--- src/rtl/seg_scan_pkg.sv ---
// ============================================================================
// Module      : seg_scan_pkg
// Description : Shared types and constants for the seven-segment scan driver.
// Revision    : 1.0 - initial release
// ============================================================================
`default_nettype none

package seg_scan_pkg;

    // Segment pattern {dp,g,f,e,d,c,b,a}, active-low
    typedef logic [7:0] seg_t;

    localparam seg_t SEG_BLANK  = 8'hFF;
    localparam int   MAX_DIGITS = 32;

    typedef logic [MAX_DIGITS-1:0] an_vec_t;

    typedef enum logic [0:0] {
        SLOT_BLANK = 1'b0,
        SLOT_DRIVE = 1'b1
    } slot_state_t;

    // All-anodes-off vector for an n-digit display; callers size-cast the result
    function automatic an_vec_t an_off(input int n);
        an_vec_t v;
        v = '0;
        for (int i = 0; i < MAX_DIGITS; i++) begin
            if (i < n) begin
                v[i] = 1'b1;
            end
        end
        return v;
    endfunction

endpackage

`default_nettype wire

--- src/rtl/seg_scan_driver_scan_timer.sv ---
// ============================================================================
// Module      : scan_timer
// Description : Slot/digit counters for the scan driver; emits slot state,
//               current digit index and the end-of-frame wrap strobe.
// Revision    : 1.0 - initial release
// ============================================================================
`default_nettype none

module scan_timer
    import seg_scan_pkg::*;
#(
    parameter int NUM_DIGITS   = 8,
    parameter int CLK_DIV      = 100000,
    parameter int BLANK_CYCLES = 16
) (
    input  logic                          clk_i,
    input  logic                          rst_ni,
    output slot_state_t                   slot_o,
    output logic [$clog2(NUM_DIGITS)-1:0] digit_o,
    output logic                          wrap_o
);

    localparam int c_dig_w = $clog2(NUM_DIGITS);
    localparam int c_cnt_w = $clog2(CLK_DIV);

    logic [c_cnt_w-1:0] r_cnt;
    logic [c_dig_w-1:0] r_digit;
    logic               w_slot_end;
    logic               w_last_digit;

    assign w_slot_end   = (r_cnt == c_cnt_w'(CLK_DIV - 1));
    assign w_last_digit = (r_digit == c_dig_w'(NUM_DIGITS - 1));

    always_ff @(posedge clk_i or negedge rst_ni) begin
        if (!rst_ni) begin
            r_cnt   <= '0;
            r_digit <= '0;
        end else if (w_slot_end) begin
            r_cnt   <= '0;
            r_digit <= w_last_digit ? '0 : r_digit + 1'b1;
        end else begin
            r_cnt   <= r_cnt + 1'b1;
        end
    end

    // Guard interval at the start of every slot keeps ghosting off the next digit
    assign slot_o  = (r_cnt < c_cnt_w'(BLANK_CYCLES)) ? SLOT_BLANK : SLOT_DRIVE;
    assign digit_o = r_digit;
    assign wrap_o  = w_slot_end && w_last_digit;

endmodule

`default_nettype wire

--- src/rtl/seg_scan_driver.sv ---
// ============================================================================
// Module      : seg_scan_driver
// Description : Time-multiplexed seven-segment scan driver with a
//               double-buffered frame store. Optional PWM dimming is enabled
//               by defining DISP_DIM_EN (adds the dim_i port).
// Revision    : 1.0 - initial release
// ============================================================================
`default_nettype none

module seg_scan_driver
    import seg_scan_pkg::*;
#(
    parameter int NUM_DIGITS   = 8,
    parameter int CLK_DIV      = 100000,
    parameter int BLANK_CYCLES = 16
) (
    input  logic                          clk_i,
    input  logic                          rst_ni,
    input  logic [NUM_DIGITS*8-1:0]       seg_i,
    input  logic [NUM_DIGITS-1:0]         en_i,
    input  logic                          valid_i,
`ifdef DISP_DIM_EN
    input  logic [3:0]                    dim_i,
`endif
    output logic                          ready_o,
    output logic [NUM_DIGITS-1:0]         an_o,
    output seg_t                          seg_o,
    output logic [$clog2(NUM_DIGITS)-1:0] digit_o,
    output logic                          frame_o
);

    localparam int                    c_dig_w  = $clog2(NUM_DIGITS);
    localparam logic [NUM_DIGITS-1:0] c_an_off = NUM_DIGITS'(an_off(NUM_DIGITS));
    localparam logic [NUM_DIGITS-1:0] c_an_one = {{(NUM_DIGITS-1){1'b0}}, 1'b1};

    slot_state_t               w_slot;
    logic [c_dig_w-1:0]        w_digit;
    logic                      w_wrap;
    logic                      w_accept;
    seg_t                      w_cur_seg;
    logic                      w_cur_en;
    logic [NUM_DIGITS-1:0]     w_an_sel;
    logic                      w_duty;
    logic                      w_lit;

    logic [NUM_DIGITS*8-1:0]   r_active_seg;
    logic [NUM_DIGITS-1:0]     r_active_en;
    logic [NUM_DIGITS*8-1:0]   r_shadow_seg;
    logic [NUM_DIGITS-1:0]     r_shadow_en;
    logic                      r_pending;
    logic [NUM_DIGITS-1:0]     r_an;
    seg_t                      r_seg;

    scan_timer #(
        .NUM_DIGITS   (NUM_DIGITS),
        .CLK_DIV      (CLK_DIV),
        .BLANK_CYCLES (BLANK_CYCLES)
    ) u_scan_timer (
        .clk_i   (clk_i),
        .rst_ni  (rst_ni),
        .slot_o  (w_slot),
        .digit_o (w_digit),
        .wrap_o  (w_wrap)
    );

    assign w_accept = valid_i && !r_pending;

    // Accept and swap are exclusive: accept needs pending low, swap needs it high,
    // so a frame accepted on a wrap cycle waits for the following wrap.
    always_ff @(posedge clk_i or negedge rst_ni) begin
        if (!rst_ni) begin
            r_active_seg <= {NUM_DIGITS{SEG_BLANK}};
            r_active_en  <= '0;
            r_shadow_seg <= {NUM_DIGITS{SEG_BLANK}};
            r_shadow_en  <= '0;
            r_pending    <= 1'b0;
        end else if (w_accept) begin
            r_shadow_seg <= seg_i;
            r_shadow_en  <= en_i;
            r_pending    <= 1'b1;
        end else if (w_wrap && r_pending) begin
            r_active_seg <= r_shadow_seg;
            r_active_en  <= r_shadow_en;
            r_pending    <= 1'b0;
        end
    end

    assign w_cur_seg = r_active_seg[{w_digit, 3'b000} +: 8];
    assign w_cur_en  = r_active_en[w_digit];
    assign w_an_sel  = ~(c_an_one << w_digit);

`ifdef DISP_DIM_EN
    logic [3:0] r_pwm;

    always_ff @(posedge clk_i or negedge rst_ni) begin
        if (!rst_ni) begin
            r_pwm <= 4'd0;
        end else begin
            r_pwm <= r_pwm + 4'd1;
        end
    end

    assign w_duty = (r_pwm <= dim_i);
`else
    assign w_duty = 1'b1;
`endif

    assign w_lit = (w_slot == SLOT_DRIVE) && w_cur_en && w_duty;

    always_ff @(posedge clk_i or negedge rst_ni) begin
        if (!rst_ni) begin
            r_an  <= c_an_off;
            r_seg <= SEG_BLANK;
        end else if (w_lit) begin
            r_an  <= w_an_sel;
            r_seg <= w_cur_seg;
        end else begin
            r_an  <= c_an_off;
            r_seg <= SEG_BLANK;
        end
    end

    assign ready_o = !r_pending;
    assign an_o    = r_an;
    assign seg_o   = r_seg;
    assign digit_o = w_digit;
    assign frame_o = w_wrap;

endmodule

`default_nettype wire

--- config.mk ---
export PLATFORM = sky130hd
export DESIGN_NAME = seg_scan_driver
export DESIGN_NICKNAME = d
export VERILOG_FILES = /design/src/rtl/seg_scan_pkg.sv /design/src/rtl/seg_scan_driver_scan_timer.sv /design/src/rtl/seg_scan_driver.sv
export SDC_FILE = /design/constraint.sdc
export NUM_CORES = 1
export LEC_CHECK = 0
export CAP_MARGIN = 20
export CORE_MARGIN = 8
export CORE_UTILIZATION = 55
export DETAILED_ROUTE_END_ITERATION = 6
export MAX_ROUTING_LAYER = met4
export PLACE_DENSITY = 0.82
export SYNTH_ARGS = -nofsm -noshare
export SYNTH_HDL_FRONTEND = slang
export SYNTH_SLANG_ARGS = --single-unit
--- constraint.sdc ---
create_clock -name clk_i -period 7.05 [get_ports clk_i]
set_clock_uncertainty 0.2 [all_clocks]
set_input_delay 1.7625 -clock clk_i [delete_from_list [all_inputs] [get_ports clk_i]]
set_output_delay 1.7625 -clock clk_i [all_outputs]
set_load 0.02 [all_outputs]
==> run summary <==
The horizontal die dimension was 136 µm; the max-cap check violation count was 0. For this run, the number of Yosys warnings is 0. In this run the remaining antenna-violating nets after routing total 0. For the number of buffers inserted by post-CTS setup repair, the log shows 0.

For this run, asynchronously set or reset flops after synthesis account for 100%. In the post-synthesis netlist, the biggest area contributors are dfstp_2 (47%), mux2_4 (13%), dfrtp_1 (12%), mux2_2 (11%), mux4_2 (2.5%). Entering global routing, the biggest net connects 101 pins. The initial core utilization came out at 55.5%. Pin placement for this block handled 96 I/O pins. The completed layout was analyzed and its total power is 0.00217 W.

The area of all placed cells without fillers came out at 0.00958 mm². The run gives 44 as the number of cell rows. The post-route netlist has 56.5% of its cells at a drive strength greater than 1. For this run, design rule violations remaining after detail routing come to 0. The number of antenna violations at the first check in global routing was 0.

The power per cell area was 227 mW/mm²; the number of sinks on the clock net was 181. For the final non-filler cell total, the log shows 788. TritonCTS built the clock tree. By count the netlist is led by dfstp_2 (144), mux2_2 (75), mux2_4 (69). Summed over all layers, the global routing overflow is 0. The congestion estimate from routability-driven global placement came to 0.819. The tools report the setup TNS as 0 ns.

From synthesis to final layout, the design area changed by 20.2%. After layout, the worst path uses 73.5% of the clock period. IR analysis of the VDD net gives a maximum drop of 166 µV.

At the worst endpoint, the required time is 5.09 ns. The run gives 3.43 ns as the reg-to-reg setup timing slack. The clock reaches the later pin of the worst-skew pair after 0.43 ns.

The synthesized design devotes to its leading area cell type 47.4% of total area. For this block, the routed nets add up to 15.1 mm of wire. The die covers 0.0186 mm². Detailed routing inserted a total of 4,303 vias. Number of enable flip-flop cells after synthesis: 0. Once placement completed, the tool counted placed cells totaling 754.

The H-tree was split into 4 levels. The synthesis-stage register bit count works out to 181. The via count of the first global-routing pass is 4,766.

The flow ran to the end, and the final reports show no timing, DRC or antenna violations. Among all cell types in the netlist, the one instantiated most often is dfstp_2. The kind of launch point of the worst setup path was a flop. The HPWL after detailed placement was 10.4 mm. The maximum fanout count along the critical path was 9; the total routing usage reported by global routing was 17.6%.

Total placed instance area: 0.00898 mm². At the end of the flow, the number of nets in the layout was 673. Hold repair after CTS inserted 0 buffers. In this run the cell area of the synthesized design comes to 0.00798 mm².

The worst pin sits at a relative slew slack of 28.9%. The post-synthesis cell count was 494; the max-slew violation count was 0. Setup violations remaining at the end of the flow were counted as 0.

Clock-pin slew was measured on the worst setup and hold paths at 0.06 ns. In the final routed layout, each cell accounts on average for 19.2 µm. The longest clock path from root to sink contains 2 buffers. In this run the clock root is driven by a clkbuf_16. The achievable frequency came out at 193 MHz.

The first detailed-routing pass took 5 iterations. The port buffer count works out to 95. The total clock buffers created by CTS is 17. The tightest min-delay check is of the reg2reg type. The final period demand of the worst path was 5.18 ns. The first global-routing pass estimated 24.7 mm of wire. Once layout is complete, the utilization of the core stands at 66.7%.

By startpoint and endpoint, the worst setup path is classified as reg2out. After detailed routing, the number of vias per cell comes to 5.46. Yosys mapped the design onto 36 distinct sky130hd cell types. In this run, the number of DRC markers left after iteration 0 of detailed routing was 153.

The post-CTS resize count came out at 0. STA puts the critical path data arrival time at 3.22 ns. The worst setup path is captured at an output port.

The average cell area after synthesis is 16.1 µm². Setup repair after global routing left no endpoint under its margin. The most used flip-flop cell after synthesis is dfstp_2. For the register area share after synthesis, the log shows 59.0%. For the final count of hold timing violations, the log shows 0. The y dimension of the die came out at 136 µm. The tools report the final antenna diode count as 0.

The most area-hungry cell type in the Yosys netlist is dfstp_2. The transition time of the tightest slew-check pin is 1.06 ns, and the area of the core is 0.0144 mm². The logs give 576 for the net count after synthesis and 3.80 nW for the reported leakage power.
==> power breakdown <==
| part | leakage, nW | internal, W | switching, W |
|---|---|---|---|
| combinational | 1.54 | 0.0000722 | 0.0000379 |
| clock | 0.275 | 0.000529 | 0.000383 |
| sequential | 1.98 | 0.00112 | 0.0000276 |
| total | 3.80 | 0.00172 | 0.000449 |
==> sequential cells by signal (all words and copies together) (netlist names) <==
signal and cells:
r_shadow_seg 64, r_shadow_en 8, r_pending 1, u_scan_timer.r_cnt 17
an_o 8, r_active_en 8, r_active_seg 64, u_scan_timer.digit_o 3
seg_o 8
==> metrics by stage <==
| stage | setup WS (ns) | hold slack [ns] |
|---|---|---|
| CTS | 1.86 | 0.296 |
| floorplan | 2.96 | 0.248 |
| global route | 1.74 | 0.322 |
| finish | 1.87 | 0.293 |
| global placement | 2.37 | 0.259 |
| detailed placement | 2.32 | 0.288 |
==> final cells by class <==
cell class	instances	area [µm²]
multi-input combinational	285	3040
clock inverter	13	134
fill	996	4780
inverter	5	18.8
sequential	181	4710
clock buffer	19	443
tap	184	230
timing repair buffer	101	1010
==> critical path, stage by stage (launching register included) <==
cell             delay [ns]
dfrtp_1                0.41
or4_4                  0.56
or4_1                  0.52
nor4_4                 0.50
and2_1                 0.20
clkdlybuf4s50_1        0.60
==> cells in the final DEF (no fill, tap or decap), types with 2 or more instances in the layout <==
master and count:
nand2_1 12, clkdlybuf4s50_1 94, or4_1 3, nand4_1 5, mux2_4 69, bufinv_16 2, nor2_1 21, ha_1 7
buf_4 4, mux2i_1 20, mux2_2 75, nor3_1 3, clkinvlp_4 4, clkinv_2 4, inv_1 5, mux4_2 9
nand3_1 10, a21oi_1 2, xnor2_1 4, clkbuf_16 17, dfrtp_1 37, o21ai_0 10, dfstp_2 144, o31ai_1 2
clkinv_4 2, and4_1 3, a22o_1 8, xor2_1 9, nor4_4 2
==> logic make-up after synthesis <==
| family | share of synthesized area (%) |
|---|---|
| compound gates | 2.05 |
| xor+xnor | 1.43 |
| fa+ha+maj | 1.10 |
| buf+inv | 2.95 |
| flops | 59.0 |
| mux | 28.6 |
| simple gates | 4.80 |
==> final timing paths <==
kind / from / endpoint / cells after the start
max reg2reg: u_scan_timer.r_cnt[8] / r_active_en[0] / 5
max in group asynchronous: rst_ni / r_active_seg[13] / 2
max: u_scan_timer.r_cnt[12] / frame_o / 5
min reg2reg: u_scan_timer.r_cnt[0] / u_scan_timer.r_cnt[0] / 1
min: u_scan_timer.r_cnt[0] / u_scan_timer.r_cnt[0] / 1
min in group asynchronous: rst_ni / u_scan_timer.digit_o[0] / 1
==> layer usage <==
| metal | GRT usage [%] | vias up | routed length, µm |
|---|---|---|---|
| li1 | - | 1968 | - |
| met2 | 27.3 | 112 | 7600 |
| met5 | - | - | 0 |
| met4 | 7.14 | 0 | 282 |
| met1 | 22.0 | 2198 | 6630 |
| met3 | 4.14 | 25 | 631 |
Note: power is estimated with default switching activity, not from simulation.
